===== config.mk =====
export PLATFORM = sky130hd
export DESIGN_NAME = irq_scheduler
export DESIGN_NICKNAME = d
export VERILOG_FILES = /design/src/rtl/irq_pkg.sv /design/src/rtl/irq_arbiter.sv /design/src/rtl/irq_scheduler.sv
export SDC_FILE = /design/constraint.sdc
export NUM_CORES = 1
export LEC_CHECK = 0
export ABC_AREA = 1
export CAP_MARGIN = 20
export CORE_ASPECT_RATIO = 0.8
export CORE_MARGIN = 1.5
export CORE_UTILIZATION = 50
export CTS_BUF_LIST = sky130_fd_sc_hd__clkbuf_16
export DETAILED_ROUTE_END_ITERATION = 8
export PLACE_DENSITY = 0.72
export SLEW_MARGIN = 20
export SYNTH_ARGS = -nofsm -noshare
export SYNTH_HDL_FRONTEND = slang
export SYNTH_SLANG_ARGS = --single-unit
export TNS_END_PERCENT = 20

===== constraint.sdc =====
create_clock -name clk_i -period 3.62 [get_ports clk_i]
set_input_delay 0.543 -clock clk_i [delete_from_list [all_inputs] [get_ports clk_i]]
set_output_delay 0.543 -clock clk_i [all_outputs]
set_load 0.02 [all_outputs]

===== src/rtl/irq_pkg.sv =====
// irq_pkg: register indices, FSM encoding and reset constants shared by the interrupt scheduler.
package irq_pkg;
  localparam logic [4:0] IRQ_REG_COUNT   = 5'd0;
  localparam logic [4:0] IRQ_REG_COMPARE = 5'd1;
  localparam logic [4:0] IRQ_REG_PENDING = 5'd2;
  localparam logic [4:0] IRQ_REG_MASK    = 5'd3;
  localparam logic [4:0] IRQ_REG_ACTIVE  = 5'd4;
  localparam logic [31:0] IRQ_COMPARE_RST = 32'hFFFF_FFFF;
  typedef enum logic [1:0] {IDLE = 2'd0, ARMED = 2'd1, SERVICE = 2'd2} irq_state_e;
endpackage


===== src/rtl/irq_arbiter.sv =====
// irq_arbiter: picks one eligible source; fixed lowest-index priority, or round-robin from ptr_i
// when IRQ_ROUND_ROBIN_EN is defined.
module irq_arbiter #(
  parameter int NUM_SRC = 8,
  parameter int ID_W    = 5
) (
  input  logic [NUM_SRC-1:0] elig_i,
`ifdef IRQ_ROUND_ROBIN_EN
  input  logic [ID_W-1:0]    ptr_i,
`endif
  output logic [ID_W-1:0]    win_id_o,
  output logic               win_valid_o
);
`ifdef IRQ_ROUND_ROBIN_EN
  int idx;
  always_comb begin
    win_id_o    = '0;
    win_valid_o = 1'b0;
    idx         = 0;
    for (int k = 0; k < NUM_SRC; k++) begin
      idx = (int'(ptr_i) + k) % NUM_SRC;
      if (!win_valid_o && elig_i[idx]) begin
        win_id_o    = ID_W'(idx);
        win_valid_o = 1'b1;
      end
    end
  end
`else
  always_comb begin
    win_id_o    = '0;
    win_valid_o = 1'b0;
    for (int i = NUM_SRC - 1; i >= 0; i--) begin
      if (elig_i[i]) begin
        win_id_o    = ID_W'(i);
        win_valid_o = 1'b1;
      end
    end
  end
`endif
endmodule


===== src/rtl/irq_scheduler.sv =====
// irq_scheduler: masks timer + device requests and raises one interrupt to cp0, tracking service state.
// Optional IRQ_ROUND_ROBIN_EN switches the arbiter to round-robin with a rotating pointer.
module irq_scheduler
  import irq_pkg::*;
#(
  parameter int NUM_SRC = 8,
  parameter int ID_W    = 5
) (
  input  logic               clk_i,
  input  logic               rst_ni,
  input  logic               wr_en_i,
  input  logic [4:0]         regnum_i,
  input  logic [31:0]        wr_data_i,
  output logic [31:0]        rd_data_o,
  input  logic [NUM_SRC-1:0] src_req_i,
  input  logic               taken_i,
  input  logic               eret_i,
  output logic               irq_out_o,
  output logic [ID_W-1:0]    active_id_o
);
  logic [31:0]        count_q, count_d, compare_q, compare_d;
  logic [NUM_SRC-1:0] pend_q, pend_d, mask_q, mask_d, elig, set, w1c, take_clr;
  logic [ID_W-1:0]    win_id, active_id_q;
  logic               win_valid, wr_cnt, wr_cmp, take;
  irq_state_e         state_q;

  assign wr_cnt   = wr_en_i && regnum_i == IRQ_REG_COUNT;
  assign wr_cmp   = wr_en_i && regnum_i == IRQ_REG_COMPARE;
  assign take     = state_q == ARMED && taken_i;
  assign elig     = pend_q & mask_q;
  assign set      = {src_req_i[NUM_SRC-1:1], count_q == compare_q};
  assign w1c      = (wr_en_i && regnum_i == IRQ_REG_PENDING) ? wr_data_i[NUM_SRC-1:0] : '0;
  assign take_clr = (take && win_valid) ? {{(NUM_SRC-1){1'b0}}, 1'b1} << win_id : '0;
  // Grant clear beats a same-cycle request; a COMPARE write beats a same-cycle timer match.
  assign pend_d    = (((pend_q & ~w1c) | set) & ~take_clr) & ~{{(NUM_SRC-1){1'b0}}, wr_cmp};
  assign count_d   = wr_cnt ? wr_data_i : count_q + 32'd1;
  assign compare_d = wr_cmp ? wr_data_i : compare_q;
  assign mask_d    = (wr_en_i && regnum_i == IRQ_REG_MASK) ? wr_data_i[NUM_SRC-1:0] : mask_q;

`ifdef IRQ_ROUND_ROBIN_EN
  logic [ID_W-1:0] ptr_q;
  always_ff @(posedge clk_i or negedge rst_ni) begin
    if (!rst_ni) ptr_q <= '0;
    else if (take) ptr_q <= (win_id == ID_W'(NUM_SRC - 1)) ? '0 : win_id + 1'b1;
  end
`endif

  irq_arbiter #(.NUM_SRC(NUM_SRC), .ID_W(ID_W)) u_arb (
    .elig_i      (elig),
`ifdef IRQ_ROUND_ROBIN_EN
    .ptr_i       (ptr_q),
`endif
    .win_id_o    (win_id),
    .win_valid_o (win_valid)
  );

  always_ff @(posedge clk_i or negedge rst_ni) begin
    if (!rst_ni) begin
      count_q   <= '0;
      compare_q <= IRQ_COMPARE_RST;
      pend_q    <= '0;
      mask_q    <= '0;
    end else begin
      count_q   <= count_d;
      compare_q <= compare_d;
      pend_q    <= pend_d;
      mask_q    <= mask_d;
    end
  end

  always_ff @(posedge clk_i or negedge rst_ni) begin
    if (!rst_ni) begin
      state_q     <= IDLE;
      active_id_q <= '0;
    end else begin
      case (state_q)
        IDLE:    if (win_valid) state_q <= ARMED;
        ARMED:   if (taken_i) begin
                   state_q     <= SERVICE;
                   active_id_q <= win_id;
                 end else if (!win_valid) state_q <= IDLE;
        SERVICE: if (eret_i) state_q <= IDLE;
        default: state_q <= IDLE;
      endcase
    end
  end

  assign irq_out_o   = state_q == ARMED;
  assign active_id_o = active_id_q;
  assign rd_data_o   = (regnum_i == IRQ_REG_COUNT)   ? count_q :
                       (regnum_i == IRQ_REG_COMPARE) ? compare_q :
                       (regnum_i == IRQ_REG_PENDING) ? 32'(pend_q) :
                       (regnum_i == IRQ_REG_MASK)    ? 32'(mask_q) :
                       (regnum_i == IRQ_REG_ACTIVE)  ? 32'(active_id_q) : 32'd0;
endmodule


### Yosys cells after proc, flatten, opt, wreduce, memory -nomap -nowiden

Cells that the tools add are included.

| storage, ports and cells | value |
|---|---|
| input bits | 50 |
| register bits | 87 |

| operators by class | value |
|---|---|
| reduce and logical (&&, ||, !) cells | 10 |
| bitwise logic cells | 8 |
| add/subtract/negate cells | 1 |
| multiplexer cells | 29 |
| shift-type cells | 1 |
| eq/ne operators | 10 |

Operators by type and width:

| operator | number |
|---|---|
| two-way mux 32 bit | 3 |
| adder 32 x 1 -> 32 bit (second input constant) | 1 |
| AND 8 bit | 4 |
| equality test 32 bit | 1 |
| two-way mux 8 bit | 4 |
| two-way mux 3 bit | 8 |
| NOT 8 bit | 2 |
| equality test 5 x 2 -> 1 bit (second input constant) | 2 |
| two-way mux 1 bit | 8 |
| two-way mux 2 bit | 4 |
| NOT 1 -> 8 bit | 1 |
| OR 8 bit | 1 |
| left shift 1 x 5 -> 8 bit (first input constant) | 1 |
| logical AND 1 bit | 6 |
| case mux 2 bit (3 select lines) | 1 |
| equality test 5 x 1 -> 1 bit (second input constant) | 1 |
| equality test 5 x 3 -> 1 bit (second input constant) | 1 |
| zero test 5 bit | 1 |
| two-way mux 5 bit | 1 |
| != test 2 bit (second input constant) | 2 |
| != test 3 bit (second input constant) | 1 |
| AND reduction 3 bit | 1 |
| equality test 2 x 1 -> 1 bit (second input constant) | 1 |
| equality test 2 bit (second input constant) | 1 |
| 2 further kinds | 2 |

### Logic depth before layout (Yosys ltp)

Gate-level depths: netlist of run 1.

| logic depth | value |
|---|---|
| word-level depth | 14 |
| mapped depth | 11 |

### Modules after synthesis

Synthesis of run 1 repeated with hierarchy kept, for this count alone.

| second synthesis, totals | value |
|---|---|
| cell total of the unflattened synthesis | 776 |
| area total of the unflattened synthesis | 5,507.8 sq um |

Modules (own cells, without submodules):

| module | instances | seq. area each (sq um) | cells each | area each (sq um) |
|---|---|---|---|---|
| irq_scheduler | 1 | 2,217.1 | 751 | 5,390.2 |
| irq_arbiter | 1 | 0.0 | 25 | 117.6 |

### Worst setup path before layout of run 1

No wires, ideal clock.

| timing | value |
|---|---|
| kind | input to output |
| from | input regnum_i[3] |
| to | output rd_data_o[11] |
| buffers on the path | 1 |
| stages on the path | 6 |
| data arrival time | 1.604 ns |
| setup slack | 1.473 ns |
| data required time | 3.077 ns |
| path through | inv_2 > nand2_1 > nor3_2 > inv_2 > clkbuf_1 > o21ai_0 |

| between the ends | value |
|---|---|
| cells in the longest elaborated chain, start to end | 3 |
| elaborated cells on any way between the ends | 4 |
| those cells by class | 1 x eq/ne; 2 x mux; 1 x reduce/logical |

RTL lines:

| item | RTL line | text |
|---|---|---|
| start, declared | irq_scheduler.sv:12 | `input logic [4:0] regnum_i,` |
| equality test 5 x 1 -> 1 bit | irq_scheduler.sv:91 | `(regnum_i == IRQ_REG_COMPARE) ? compare_q :` |
| two-way mux 32 bit | irq_scheduler.sv:91 |  |
| two-way mux 32 bit * | irq_scheduler.sv:90 | `assign rd_data_o = (regnum_i == IRQ_REG_COUNT) ? count_q :` |
| end, declared | irq_scheduler.sv:14 | `output logic [31:0] rd_data_o,` |

Mark *: on every way between the ends. The rest lies on a longest branch, timed or not.

### Worst setup path in the final report of run 1

| timing | value |
|---|---|
| from | input regnum_i[2] |
| to | output rd_data_o[1] |

| between the ends | value |
|---|---|
| cells in the longest elaborated chain, start to end | 6 |
| elaborated cells on any way between the ends | 10 |
| those cells by class | 4 x eq/ne; 5 x mux; 1 x reduce/logical |

RTL lines:

| item | RTL line | text |
|---|---|---|
| equality test 5 x 3 -> 1 bit | irq_scheduler.sv:94 | `(regnum_i == IRQ_REG_ACTIVE) ? 32'(active_id_q) : 32'd0;` |
| two-way mux 5 bit | irq_scheduler.sv:94 |  |
| two-way mux 8 bit | irq_scheduler.sv:93 | `(regnum_i == IRQ_REG_MASK) ? 32'(mask_q) :` |
| two-way mux 8 bit | irq_scheduler.sv:92 | `(regnum_i == IRQ_REG_PENDING) ? 32'(pend_q) :` |
| two-way mux 32 bit | irq_scheduler.sv:91 |  |
| two-way mux 32 bit * | irq_scheduler.sv:90 |  |

Marks and branches as above.

==> results of run 1 <==
-- cell families after synthesis --
group | count (synthesis) | synth area share [%]
muxes | 9 | 2.52
adders and majority gates | 1 | 0.233
buffers and inverters | 110 | 8.90
DFF | 85 | 40.3
xor gates and xnor gates | 39 | 6.36
other | 1 | 0.0698
and+or+nand+nor | 354 | 29.6
AOI/OAI and AO/OA | 112 | 11.9
-- cell usage in the layout, fill, tap and decap left out, types with 22 or more instances in the layout --
| master | Yosys | final |
|---|---|---|
| xnor2_1 | 27 | 27 |
| o21ai_0 | 29 | 29 |
| clkdlybuf4s50_1 | 0 | 83 |
| o21ai_1 | 29 | 29 |
| nand2_1 | 226 | 226 |
| nor2_1 | 55 | 55 |
| dfstp_2 | 32 | 32 |
| nand3_1 | 22 | 22 |
| inv_1 | 76 | 76 |
| dfrtp_1 | 53 | 53 |
-- sequential cells by signal (all words and copies together), names as in the netlist --
name	cells
count_q	32
mask_q	8
active_id_o	3
compare_q	32
state_q	2
pend_q	8
-- area by class of cell --
type	instances	share of cell area [%]
Multi-Input combinational cell	517	41.6
Sequential cell	85	33.0
Timing Repair Buffer	90	13.5
Inverter	88	5.05
Clock buffer	9	3.43
Tap cell	140	2.67
Clock inverter	7	0.648
-- final timing paths --
check | cells after the start | slack (ns) | end
worst max-delay path | 9 | 0.30 | rd_data_o[1]
worst min-delay path | 1 | 0.24 | active_id_o[1]
worst max register to register | 10 | 1.87 | count_q[28]
worst min register to register | 2 | 0.49 | compare_q[10]
max in group asynchronous | 1 | 2.82 | count_q[28]
min in group clk_i | 2 | 0.49 | compare_q[10]
-- cells in the mapped netlist, types with 3 or more instances --
| cell | n |
|---|---|
| mux2_4 | 9 |
| xnor2_1 | 27 |
| a21oi_2 | 4 |
| o2111ai_1 | 5 |
| buf_4 | 4 |
| nor3_4 | 3 |
| o21ai_0 | 29 |
| clkbuf_1 | 4 |
| xor2_1 | 12 |
| nor2_1 | 55 |
| nand2_1 | 226 |
| dfrtp_1 | 53 |
| nor2_4 | 3 |
| o21ai_1 | 29 |
| buf_2 | 9 |
| nor2_2 | 10 |
| a31oi_1 | 6 |
| inv_1 | 76 |
| a21oi_1 | 17 |
| nand2_2 | 5 |
| inv_2 | 11 |
| o22ai_1 | 15 |
| nor3_2 | 3 |
| dfstp_2 | 32 |
| nor3_1 | 10 |
| buf_6 | 5 |
| nand4_1 | 9 |
| nand3_1 | 22 |
| a21boi_0 | 3 |
-- per-stage QoR --
| stage | util, % | power [uW] | worst slack, ns | hold slack (ns) |
|---|---|---|---|---|
| after floorplan | - | 2280 | 1.47 | 0.247 |
| after global routing | 63.3 | 3700 | 0.183 | 0.315 |
| after detailed placement | 60.7 | 2630 | 0.345 | 0.484 |
| after global placement | 60.7 | 2590 | 0.445 | 0.472 |
| after CTS | 63.3 | 3490 | 0.319 | 0.443 |
| final | 63.3 | 3470 | 0.301 | 0.245 |
-- per-layer routing --
layer | track usage (%) | vias to the layer above | part of all wire, %
met1 | 40.5 | 2340 | 50
li1 | - | 2431 | -
met3 | 4.50 | 15 | 6.4
met4 | 6.22 | 0 | 0.99
met2 | 39.0 | 181 | 43
met5 | 0 | - | 0
-- power by group --
group / internal [uW] / leakage, uW / switching (uW)
Combinational: 479 / 0.00190 / 626
Sequential: 1240 / 0.000951 / 284
Clock: 460 / 0.000129 / 388
Total: 2180 / 0.00298 / 1300
==> run_results.csv, run 1 <==
group,metric,value,unit
logic_synthesis,synth_area,5370,sq um
clocking,hold_buffers,0,
floorplanning,start_util,51.8,%
layout,final_net_count,842,
floorplanning,ios,88,
clocking,cts-resized-gates,0,
power_and_ir_drop,leakage,0.00298,uW
clocking,clockRootBuffer,"clkbuf_16",
sta,slew_violations,0,
logic_synthesis,syn_inst,711,
floorplanning,die_height,95.7,um
logic_synthesis,synthArstFlopShare,100,%
logic_synthesis,seq_area_frac_synth,40.3,%
sta,worstMarginPinSlew,0.784,ns
layout,drive_gt1_share,13.9,%
clocking,path_clk_slew,0.07,ns
logic_synthesis,synth-seq-cells,85,
floorplanning,core_area,10400,sq um
critical_path,regToRegStartpoint,"count_q[0]",
routing,num_vias,4967,
logic_synthesis,yosysWarnings,0,
critical_path,startpoint,"regnum_i[2]",
clocking,cts_buffers,9,
layout,design_area,6560,sq um
routing,wl_per_cell,15.4,um
critical_path,cp_cell_sequence,"clkdlybuf4s50_1 > nor2_2 > nand3_1 > inv_2 > nand2_1 > nand4_1 > o21ai_0 > o21ai_0 > clkdlybuf4s50_1",
clocking,clk_latency,0.34,ns
sta,skew,0.00872,ns
grt,grt-ovfl-total,0,
layout,diodes,0,
min_path,hp-class,"primary input to asynchronous set/reset pin",
routing,ant_nets,0,
critical_path,crit_slowest_cell,"clkdlybuf4s50_1",
place,dp.cells,920,
place,io_buffer_count,84,
layout,nFillCells,947,
clocking,cts_tree,"done",
logic_synthesis,avgSynthCellArea,7.56,sq um
clocking,cts_setup_buffers,0,
logic_synthesis,synth_cell_types,40,
critical_path,required,3.08,ns
logic_synthesis,ys.flop_type,"dfrtp_1",
sta,max_slew_margin,47.7,%
clocking,htreeDepth,3,
place,hpwl,10500,um
place,gp_congestion,0.905,
layout,seq_area,2170,sq um
grt,grt_usage,26.4,%
critical_path,criticalPathCategory,"primary input to primary output",
critical_path,cp.arrival,2.78,ns
sta,max_freq,301,MHz
clocking,clockBufferDepth,2,
routing,via_per_inst,5.31,
critical_path,path_delay_family,"buffers and inverters",
layout,multi_input_area,2730,sq um
routing,post-route-drc-count,0,
critical_path,crit_path_start_kind,"primary input",
grt,first_global_vias,4568,
grt,grt_pass1_wl,23300,um
logic_synthesis,synth_top_area_share,24.7,%
place,place_area,6290,sq um
run,maxCapViolCount,0,
grt,antenna_found_initial,0,
sta,rsz0062_at_grt,"false",
outcome,status,"completed",
sta,hold_violations,0,
routing,routed_wl,14400,um
logic_synthesis,synth_largest_area_cell,"dfrtp_1",
routing,dr.first_iter.drc_count,374,
sta,fin_tns_setup,0,ns
floorplanning,die_w,119,um
critical_path,critPathMaxFanout,7,
sta,setup_viol,0,
floorplanning,die_area,11400,sq um
grt,grt_start_max_net_pins,86,
routing,dr.pass1.iters,5,
critical_path,cpPeakStageDelay,0.65,ns
critical_path,end_kind,"primary output",
clocking,clock-sinks,85,
floorplanning,rows,33,
logic_synthesis,synth_area_leaders,"dfrtp_1 (25%), nand2_1 (16%), dfstp_2 (16%), inv_1 (5.3%), xnor2_1 (4.4%)",
critical_path,cp_num_buf_inv,3,
power_and_ir_drop,power.density,530,nW/um^2
power_and_ir_drop,ir_drop,0.000276,V
sta,period_share,91.7,%
sta,period_needed,3.32,ns
layout,syn2layout_area_growth,22.1,%
layout,final_cells,936,
logic_synthesis,synth_edf_count,0,
Note: power is estimated with default switching activity, not from simulation.
==> run 2: changes to the inputs <==
Settings changed: GPL_TIMING_DRIVEN set to 0.
==> run 2 against run 1 <==
  * Largest power group unchanged
  * First-iteration DRC count decreased by 2.1%
  * Sequential power about the same
  * Clock power increased by 7.1%
  * Final cell count increased by 1.8%
==> run_results.csv, run 2 (synthesized netlist as in run 1, its figures left out) <==
group,metric,value,unit
clocking,clk_latency,0.35,ns
power_and_ir_drop,p_sw,1310,uW
layout,seq_area,2170,sq um
critical_path,end_kind,"primary output",
place,post-place-ws,0.167,ns
power_and_ir_drop,seqPwrFrac,42.1,%
clocking,clockRootBuffer,"clkbuf_16",
layout,multi_input_area,2730,sq um
routing,dr.first_iter.drc_count,366,
power_and_ir_drop,ir_drop,0.000322,V
layout,final_common_cell,"nand2_1",
layout,final_cell_mix,"nand2_1 (226), clkdlybuf4s50_1 (83), inv_1 (77)",
critical_path,critPathMaxFanout,10,
sta,max_freq,286,MHz
sta,slew_violations,0,
routing,via_per_inst,5.35,
layout,final_cells,953,
floorplanning,ios,88,
clocking,clock-sinks,85,
sta,setup_viol,0,
critical_path,regToRegStartpoint,"count_q[0]",
routing,ant_nets,0,
power_and_ir_drop,clkPwrFrac,25.4,%
critical_path,r2r_cells,10,
sta,rsz0062_at_grt,"false",
routing,num_vias,5094,
clocking,cts-resized-gates,0,
clocking,clockBufferDepth,2,
critical_path,startpoint,"regnum_i[2]",
power_and_ir_drop,intPower,2260,uW
layout,top_regs,"compare_q x32, count_q x32",
place,gp_congestion,0.931,
place,hpwl,12100,um
floorplanning,rows,33,
grt,grt_pass1_wl,25300,um
place,dp.cells,937,
routing,routed_wl,16000,um
place,io_buffer_count,84,
layout,diodes,0,
sta,hold_violations,0,
clocking,cts_buffers,9,
layout,syn2layout_area_growth,24.6,%
clocking,htreeDepth,3,
floorplanning,start_util,51.8,%
layout,final_net_count,859,
grt,grt-ovfl-total,0,
outcome,status,"completed",
floorplanning,die_w,119,um
min_path,hp-class,"primary input to asynchronous set/reset pin",
clocking,path_clk_slew,0.06,ns
floorplanning,core_area,10400,sq um
clocking,hold_buffers,0,
grt,antenna_found_initial,0,
power_and_ir_drop,p_comb_share,32.5,%
critical_path,criticalPathCategory,"primary input to primary output",
sta,worstMarginPinSlew,0.681,ns
critical_path,required,3.08,ns
power_and_ir_drop,p_sw_share,36.8,%
grt,first_global_vias,4869,
grt,grt_usage,29.5,%
run,maxCapViolCount,0,
routing,wl_per_cell,16.8,um
clocking,cts_tree,"done",
routing,post-route-drc-count,0,
grt,grt_start_max_net_pins,44,
routing,dr.pass1.iters,5,
sta,layout_setup_ws,0.126,ns
floorplanning,die_area,11400,sq um
sta,skew,0.00930,ns
layout,fin_util,64.6,%
critical_path,cp.arrival,2.95,ns
layout,nFillCells,893,
sta,fin_tns_setup,0,ns
sta,period_share,96.5,%
power_and_ir_drop,leakage,0.00307,uW
clocking,cts_setup_buffers,0,
layout,drive_gt1_share,15.0,%
sta,period_needed,3.49,ns
critical_path,crit_path_start_kind,"primary input",
sta,max_slew_margin,54.6,%
floorplanning,die_height,95.7,um
power_and_ir_drop,power.density,533,nW/um^2
-- run 2: cell types whose count changed in the layout (fill, tap and decap cells not counted) --
cell,previous run,this run
buf_2,0,9
buf_6,1,5
clkbuf_1,0,4
buf_12,0,1
buf_4,6,5
bufinv_16,0,1
clkinv_1,1,2
clkinv_2,4,3
clkinv_4,1,0
clkinvlp_4,2,1
inv_1,76,77
-- run 2: layout make-up --
class,count,area share [%]
Multi-Input combinational cell,517,40.8
Sequential cell,85,32.4
Timing Repair Buffer,85,12.8
Inverter,88,4.95
Clock buffer,9,3.36
Tap cell,140,2.62
Buffer,22,2.19
Clock inverter,7,0.879
-- run 2: final timing paths --
check,end,slack (ns)
setup / recovery,rd_data_o[0],0.13
hold / removal,pend_q[1],0.19
setup reg to reg,count_q[28],1.89
hold reg to reg,compare_q[17],0.48
max in group asynchronous,compare_q[27],2.73
min in group clk_i,compare_q[17],0.48
-- run 2: worst max-delay path, cell delays in order --
cell,delay (ns)
clkdlybuf4s50_1,0.47
nor2_2,0.22
nand3_4,0.22
inv_2,0.22
buf_2,0.33
nand2_1,0.11
o211ai_1,0.16
clkdlybuf4s50_1,0.66
-- run 2: power by group through the flow --
stage               registers [uW]  logic [uW]  clock network, uW
floorplan                     1460         824                  0
global placement              1500        1110                  0
detailed placement            1510        1150                  0
CTS                           1490        1160                917
global route                  1540        1300                951
finish                        1500        1160                907
-- run 2: layer usage --
metal	global-route usage [%]	part of all wire [%]
met3	5.45	7.1
met2	44.9	43
met4	8.13	1.2
met1	43.5	49
met5	0	0
-- run 2: per-stage QoR --
stage,total power [uW],instance area [sq um],hold WS (ns)
after floorplan,2280,5380,0.247
after global placement,2610,6390,0.470
after detailed placement,2650,6410,0.480
after CTS,3570,6690,0.206
after global routing,3790,6690,0.238
final,3570,6690,0.187
==> run 3: changes to the inputs <==
Settings changed: CTS_CLUSTER_SIZE set to 30.
Clock period 3.62 ns to 4.33 ns, I/O delays scaled along.
==> results of run 3 <==
Same layout as run 2 (identical final DEF). Status: completed.
Among the figures that moved: setup slack after placement 0.167 ns -> 0.664 ns; setup slack after layout 0.126 ns -> 0.623 ns; hold slack 0.187 ns -> 0.294 ns; register-to-register setup slack 1.89 ns -> 2.60 ns; total power 3570 uW -> 2980 uW; worst IR drop on VDD 0.000322 V -> 0.000269 V
